<file path="config.mk">
export PLATFORM = sky130hd
export DESIGN_NAME = stream_width_serializer
export DESIGN_NICKNAME = d
export VERILOG_FILES = /design/src/rtl/aes_stream_pkg.sv /design/src/rtl/stream_width_serializer.sv
export SDC_FILE = /design/constraint.sdc
export NUM_CORES = 1
export LEC_CHECK = 0
export CAP_MARGIN = 5
export CORE_MARGIN = 2
export CORE_UTILIZATION = 30
export DETAILED_ROUTE_END_ITERATION = 16
export PLACE_DENSITY = 0.61
export RECOVER_POWER = 50
export SLEW_MARGIN = 30
export SYNTH_ARGS = -nofsm -noshare
export SYNTH_HDL_FRONTEND = slang
export SYNTH_SLANG_ARGS = --single-unit
</file>
<file path="constraint.sdc">
create_clock -name clk -period 1.7 [get_ports clk]
set_clock_uncertainty 0.1 [all_clocks]
set_input_delay 0.255 -clock clk [delete_from_list [all_inputs] [get_ports clk]]
set_output_delay 0.255 -clock clk [all_outputs]
set_load 0.05 [all_outputs]
</file>
<file path="src/rtl/aes_stream_pkg.sv">
// Shared definitions for the AES stream datapath (input packer and output serializer).
// Holds the native block/bus widths and helpers that derive the narrowing ratio and
// the beat counter width from a wide/narrow width pair.
package aes_stream_pkg;

  localparam int unsigned AES_BLOCK_WIDTH = 128;
  localparam int unsigned AXIS_DATA_WIDTH = 32;

  // Number of narrow beats per wide word.
  function automatic int unsigned ratio_f(int unsigned in_w, int unsigned out_w);
    return in_w / out_w;
  endfunction

  // Beat counter width; clamped to 1 so a degenerate ratio still elaborates far enough
  // to hit the parameter check in the user module.
  function automatic int unsigned cnt_width_f(int unsigned ratio);
    return (ratio > 1) ? $clog2(ratio) : 1;
  endfunction

endpackage

</file>
<file path="src/rtl/stream_width_serializer.sv">
// stream_width_serializer: narrows wide AXI-Stream words into RATIO beats at one beat per
// clock, with no bubble between consecutive words.
//
// Ports:
//   clk, reset_n          single rising-edge clock, asynchronous active-low reset
//   in_tvalid/in_tready   wide-side handshake; in_tdata/in_tlast sampled on acceptance
//   out_tvalid/out_tready narrow-side handshake; out_tdata is the current beat slice,
//                         out_tlast marks the final beat of a word flagged in_tlast
//   busy                  holding register occupied
module stream_width_serializer
  import aes_stream_pkg::*;
#(
  parameter int unsigned IN_WIDTH  = AES_BLOCK_WIDTH,
  parameter int unsigned OUT_WIDTH = AXIS_DATA_WIDTH,
  parameter bit          MSB_FIRST = 1'b1
) (
  input  logic                 clk,
  input  logic                 reset_n,
  input  logic                 in_tvalid,
  output logic                 in_tready,
  input  logic [IN_WIDTH-1:0]  in_tdata,
  input  logic                 in_tlast,
  output logic                 out_tvalid,
  input  logic                 out_tready,
  output logic [OUT_WIDTH-1:0] out_tdata,
  output logic                 out_tlast,
  output logic                 busy
);

  localparam int unsigned RATIO = ratio_f(IN_WIDTH, OUT_WIDTH);
  localparam int unsigned CntW  = cnt_width_f(RATIO);
  localparam logic [CntW-1:0] LastCnt = CntW'(RATIO - 1);

  if (((IN_WIDTH % OUT_WIDTH) != 0) || (RATIO < 2)) begin : g_param_err
    $error("stream_width_serializer: IN_WIDTH must be a multiple (>=2x) of OUT_WIDTH");
  end

  logic [IN_WIDTH-1:0] hold_data_q, hold_data_d;
  logic                hold_last_q, hold_last_d;
  logic                hold_valid_q, hold_valid_d;
  logic [CntW-1:0]     beat_cnt_q, beat_cnt_d;

  logic            last_beat;
  logic            out_fire;
  logic            in_fire;
  logic [CntW-1:0] beat_sel;
  logic [OUT_WIDTH-1:0] beats [RATIO];

  assign last_beat = hold_valid_q && (beat_cnt_q == LastCnt);
  assign out_fire  = hold_valid_q && out_tready;
  // Ready only depends on state and out_tready, so no in_tvalid -> out_* path exists.
  assign in_tready = reset_n && (!hold_valid_q || (last_beat && out_tready));
  assign in_fire   = in_tvalid && in_tready;

  always_comb begin
    hold_data_d  = hold_data_q;
    hold_last_d  = hold_last_q;
    hold_valid_d = hold_valid_q;
    beat_cnt_d   = beat_cnt_q;
    if (out_fire) begin
      if (last_beat) begin
        beat_cnt_d   = '0;
        hold_valid_d = 1'b0;
      end else begin
        beat_cnt_d = beat_cnt_q + 1'b1;
      end
    end
    // A load in the same cycle as the last beat wins, giving back-to-back words.
    if (in_fire) begin
      hold_data_d  = in_tdata;
      hold_last_d  = in_tlast;
      hold_valid_d = 1'b1;
      beat_cnt_d   = '0;
    end
  end

  always_ff @(posedge clk or negedge reset_n) begin
    if (!reset_n) begin
      hold_data_q  <= '0;
      hold_last_q  <= 1'b0;
      hold_valid_q <= 1'b0;
      beat_cnt_q   <= '0;
    end else begin
      hold_data_q  <= hold_data_d;
      hold_last_q  <= hold_last_d;
      hold_valid_q <= hold_valid_d;
      beat_cnt_q   <= beat_cnt_d;
    end
  end

  for (genvar i = 0; i < RATIO; i++) begin : g_slice
    assign beats[i] = hold_data_q[i*OUT_WIDTH +: OUT_WIDTH];
  end

  // MSB-first walks the slices from the top down.
  assign beat_sel   = MSB_FIRST ? (LastCnt - beat_cnt_q) : beat_cnt_q;
  assign out_tdata  = beats[beat_sel];
  assign out_tvalid = hold_valid_q;
  assign out_tlast  = last_beat && hold_last_q;
  assign busy       = hold_valid_q;

endmodule

</file>
; Word-level counts from Yosys, hierarchy flattened
; Cells that the tools add are included.
[totals]
ff_bits = 132
output_inout_bits = 36
wordCells = 29
[op_classes]
addsub = 2
magnitude_cmp = 1
n_eq_ne = 1
n_mux = 9
bitwise = 1
n_reduce_logical = 11
[ops]
columns = operator, count
row1 = $bmux W32 S2, 1
row2 = $mux W32, 2
row3 = $logic_and A1 B1 Y1, 6
row4 = $mux W2, 3
row5 = $reduce_bool A2 Y1, 2
row6 = $ge A3 B3 Y1 const B, 1
row7 = $mux W1, 3
row8 = $not A2 Y3, 1
row9 = $add A2 B1 Y2 const B, 1
row10 = $eq A2 B2 Y1 const B, 1
row11 = $reduce_and A2 Y1, 1
row12 = $sub A2 B2 Y2 const A, 1
row13 = $logic_not A1 Y1, 1
row14 = $logic_or A1 B1 Y1, 1

; Logic depth before layout (Yosys ltp)
[depth]
word_depth = 8
mapped_depth = 6
mapped_depth_nobuf = 4

; Worst setup path before layout
; Ideal clock, no wire load.
[synth_path]
path_type = reg-to-output
from = register beat_cnt_q[0]
to = output port out_tdata[0]
arrival_time_ns = 1.428
required_ns = 1.345
slack_ns = -0.083
path_stages_with_launch = 4
cell_sequence = dfrtp_1 > buf_2 > buf_4 > mux4_2
[synth_via]
elab_chain_cells = 5
[synth_rtl]
columns = item, line_no
row1 = from (decl), stream_width_serializer.sv:41  ; logic [CntW-1:0] beat_cnt_q, beat_cnt_d;
row2 = from (signal assigned), stream_width_serializer.sv:87  ; beat_cnt_q <= beat_cnt_d;
row3 = $sub A2 B2 Y2, stream_width_serializer.sv:96  ; assign beat_sel = MSB_FIRST ? (LastCnt - beat_cnt_q) : beat_cnt_q;
row4 = $not A2 Y3 (implied by the code), stream_width_serializer.sv:97  ; assign out_tdata = beats[beat_sel];
row5 = $bmux W32 S2, stream_width_serializer.sv:97
row6 = $mux W32 (implied by the code) (2 in a row), stream_width_serializer.sv:97
row7 = to (decl), stream_width_serializer.sv:25  ; output logic [OUT_WIDTH-1:0] out_tdata,
; Every way passes these cells. The select of a mux whose other input is x is not followed.

; Worst setup path after layout
[layout_path]
from = register beat_cnt_q[0]
to = output port out_tdata[11]
; Same word-level chain as after synthesis.

==> results_dict.tcl <==
set metrics [dict create \
    run_status "finished with violations" \
    violations "setup timing" \
    post-route-period-util_pct 127 \
    dp_slack_ns -0.389 \
    cp_slowest_cell "mux4_2" \
    coreArea_sq_mm 0.0188 \
    antenna_found_initial 0 \
    whs_path_depth 3 \
    cts_htree_levels 4 \
    fmaxAchievable_mhz 465 \
    path_cells "buf_4, clkbuf_16, mux4_2, buf_12" \
    design.die.area_sq_mm 0.0204 \
    grt_first_pass_wirelength_um 21800 \
    instances_no_fill 804 \
    cp.arrival_ns 1.80 \
    clock_latency_ns 0.40 \
    grt_use_total_pct 14.1 \
    dr.pass1.iters 4 \
    ant_nets 0 \
    avgSynthCellArea_sq_um 17.5 \
    routed_wl_um 14400 \
    reg2reg_slack_ns -0.31 \
    min_period_ns 2.15 \
    cts_tree "done" \
    slew_violations 0 \
    startpoint_type "flop" \
    ios 169 \
    cts-root-buf "clkbuf_16" \
    via_per_inst 4.48 \
    routedWlPerCell_um 18.0 \
    io_buffer_count 168 \
    dpl.hpwl_um 9370 \
    antenna_cells 0 \
    layout_setup_ws_ns -0.451 \
    relSlewSlack_pct 19.7 \
    tns_ns -50.31 \
    start_util_pct 30.7 \
    nNetsFinal 666 \
    syn-cell-area_sq_mm 0.00578 \
    timing.critical_path.fanout_max 5 \
    clockBufferDepth 2 \
    synth_seq_cells 132 \
    synth_top_area_share_pct 57.1 \
    most-common-layout-cells "131 x clkdlybuf4s50_1, 129 x dfrtp_1, 88 x mux2_1" \
    report.final.setup_viol 163 \
    slowest_delay_ns 0.52 \
    post_route_cells_drive_above_1_share_pct 33.5 \
    yosys-top-cells-area "dfrtp_1 57%, mux2_1 17%, mux4_2 12%" \
    cts_made_buffers 17 \
    drcViolationCount 0 \
    rsz0062_at_grt "yes" \
    synth_nets 465 \
    cts_num_sinks 132 \
    grt_pass1_vias 3983 \
    rows 50 \
    area_growth_pct 55.3 \
    leakagePower_uw 0.00374 \
    clk_pin_slew_ns 0.05 \
    finalPower_uw 19500 \
    crit_required_ns 1.34 \
    final_common_cell "clkdlybuf4s50_1" \
    reg2reg_depth 8 \
    hold_viol_final 0 \
    drt_iter0_markers 73 \
    peakVddDrop_mv 1.25 \
    tightest_slew_ns 1.20 \
    crit_type "flop to primary output" \
    die_h_um 143 \
    ys_seq_area_share_pct 57.1 \
    gr-total-overflow 0 \
    gp_congestion 0.720 \
    min_path_type "input pin to flop" \
    synthCells 331 \
    yosysTopAreaCell "dfrtp_1" \
    via_count 3602 \
    p_per_area_mw_per_mm2 2180 \
    cp-end-kind "primary output" \
    dpl.cell_count 757 \
    cap_viol_max_count 0 \
    grt_max_degree 133 \
    yosys_warnings 0 \
    ys_types 18 \
    die_w_um 143 \
    timing.hold.ws_ns 0.153 \
]
==> metal layers <==
metal / up-vias / GRT usage [%] / routed length (um)
li1: 1637 / - / -
met4: 0 / 3.02 / 103
met3: 7 / 5.10 / 848
met5: - / 0 / 0
met2: 116 / 23.5 / 7220
met1: 1842 / 17.8 / 6260
==> worst max-delay path, delay by kind of cell (launching register included) <==
| kind | cells | cell delay, ns |
|---|---|---|
| multiplexers | 1 | 0.52 |
| buffers and inverters | 3 | 0.48 |
| flip-flops | 1 | 0.39 |
==> logic make-up after synthesis <==
family	share of synthesized area (%)
buffers and inverters	3.81
adder cells (fa/ha/maj)	0.216
flip-flops	57.1
AND/OR/NAND/NOR	0.823
AO/OA/AOI/OAI	0.238
multiplexers	37.8
==> final timing paths <==
check	start	endpoint
min in group asynchronous	reset_n	hold_data_q[111]$_DFFE_PN0P_
min reg2reg	hold_data_q[88]$_DFFE_PN0P_	hold_data_q[88]$_DFFE_PN0P_
max	beat_cnt_q[0]$_DFFE_PN0P_	out_tdata[11]
max in group asynchronous	reset_n	hold_data_q[63]$_DFFE_PN0P_
max reg2reg	beat_cnt_q[0]$_DFFE_PN0P_	hold_data_q[24]$_DFFE_PN0P_
min	reset_n	busy$_DFFE_PN0P_
==> cells in the mapped netlist, drive strengths merged <==
cell	count
dfrtp	132
mux2	129
mux4	32
buf	22
nand2	6
a21oi	2
nor2	2
and2	1
and3	1
clkbuf	1
ha	1
mux2i	1
nand3	1
==> report_power, final <==
part	total, uW	internal [uW]	switching [uW]
Clock	3800	2450	1340
Sequential	5490	4730	754
Combinational	10200	5230	5020
Total	19500	12400	7110
==> repair_timing <==
action | in CTS | in global routing
cloned | 4 | 4
pin swaps | 1 | 2
hold buffers | 0 | 0
resized for setup | 30 | 3
setup endpoints to repair | 163 | 163
buffers inserted | 4 | 4
==> layout make-up <==
cell class,count,area [sq um]
fill,1615,9850
sequential,132,3310
timing repair buffer,205,2460
multi-input combinational,176,2280
clock buffer,23,488
tap,260,325
clock inverter,8,124
==> flip-flops by register name, indices dropped and copies added, names as in the netlist <==
register,flops
beat_cnt_q,2
busy,1
hold_data_q,128
hold_last_q,1
==> through the flow <==
step,util (%),instance area [sq um]
after global placement,42.1,7940
after CTS,47.0,8840
after floorplan,-,5800
final,47.7,8980
after global routing,47.7,8980
after detailed placement,42.1,7940
Power figures use the tool's default switching activity.
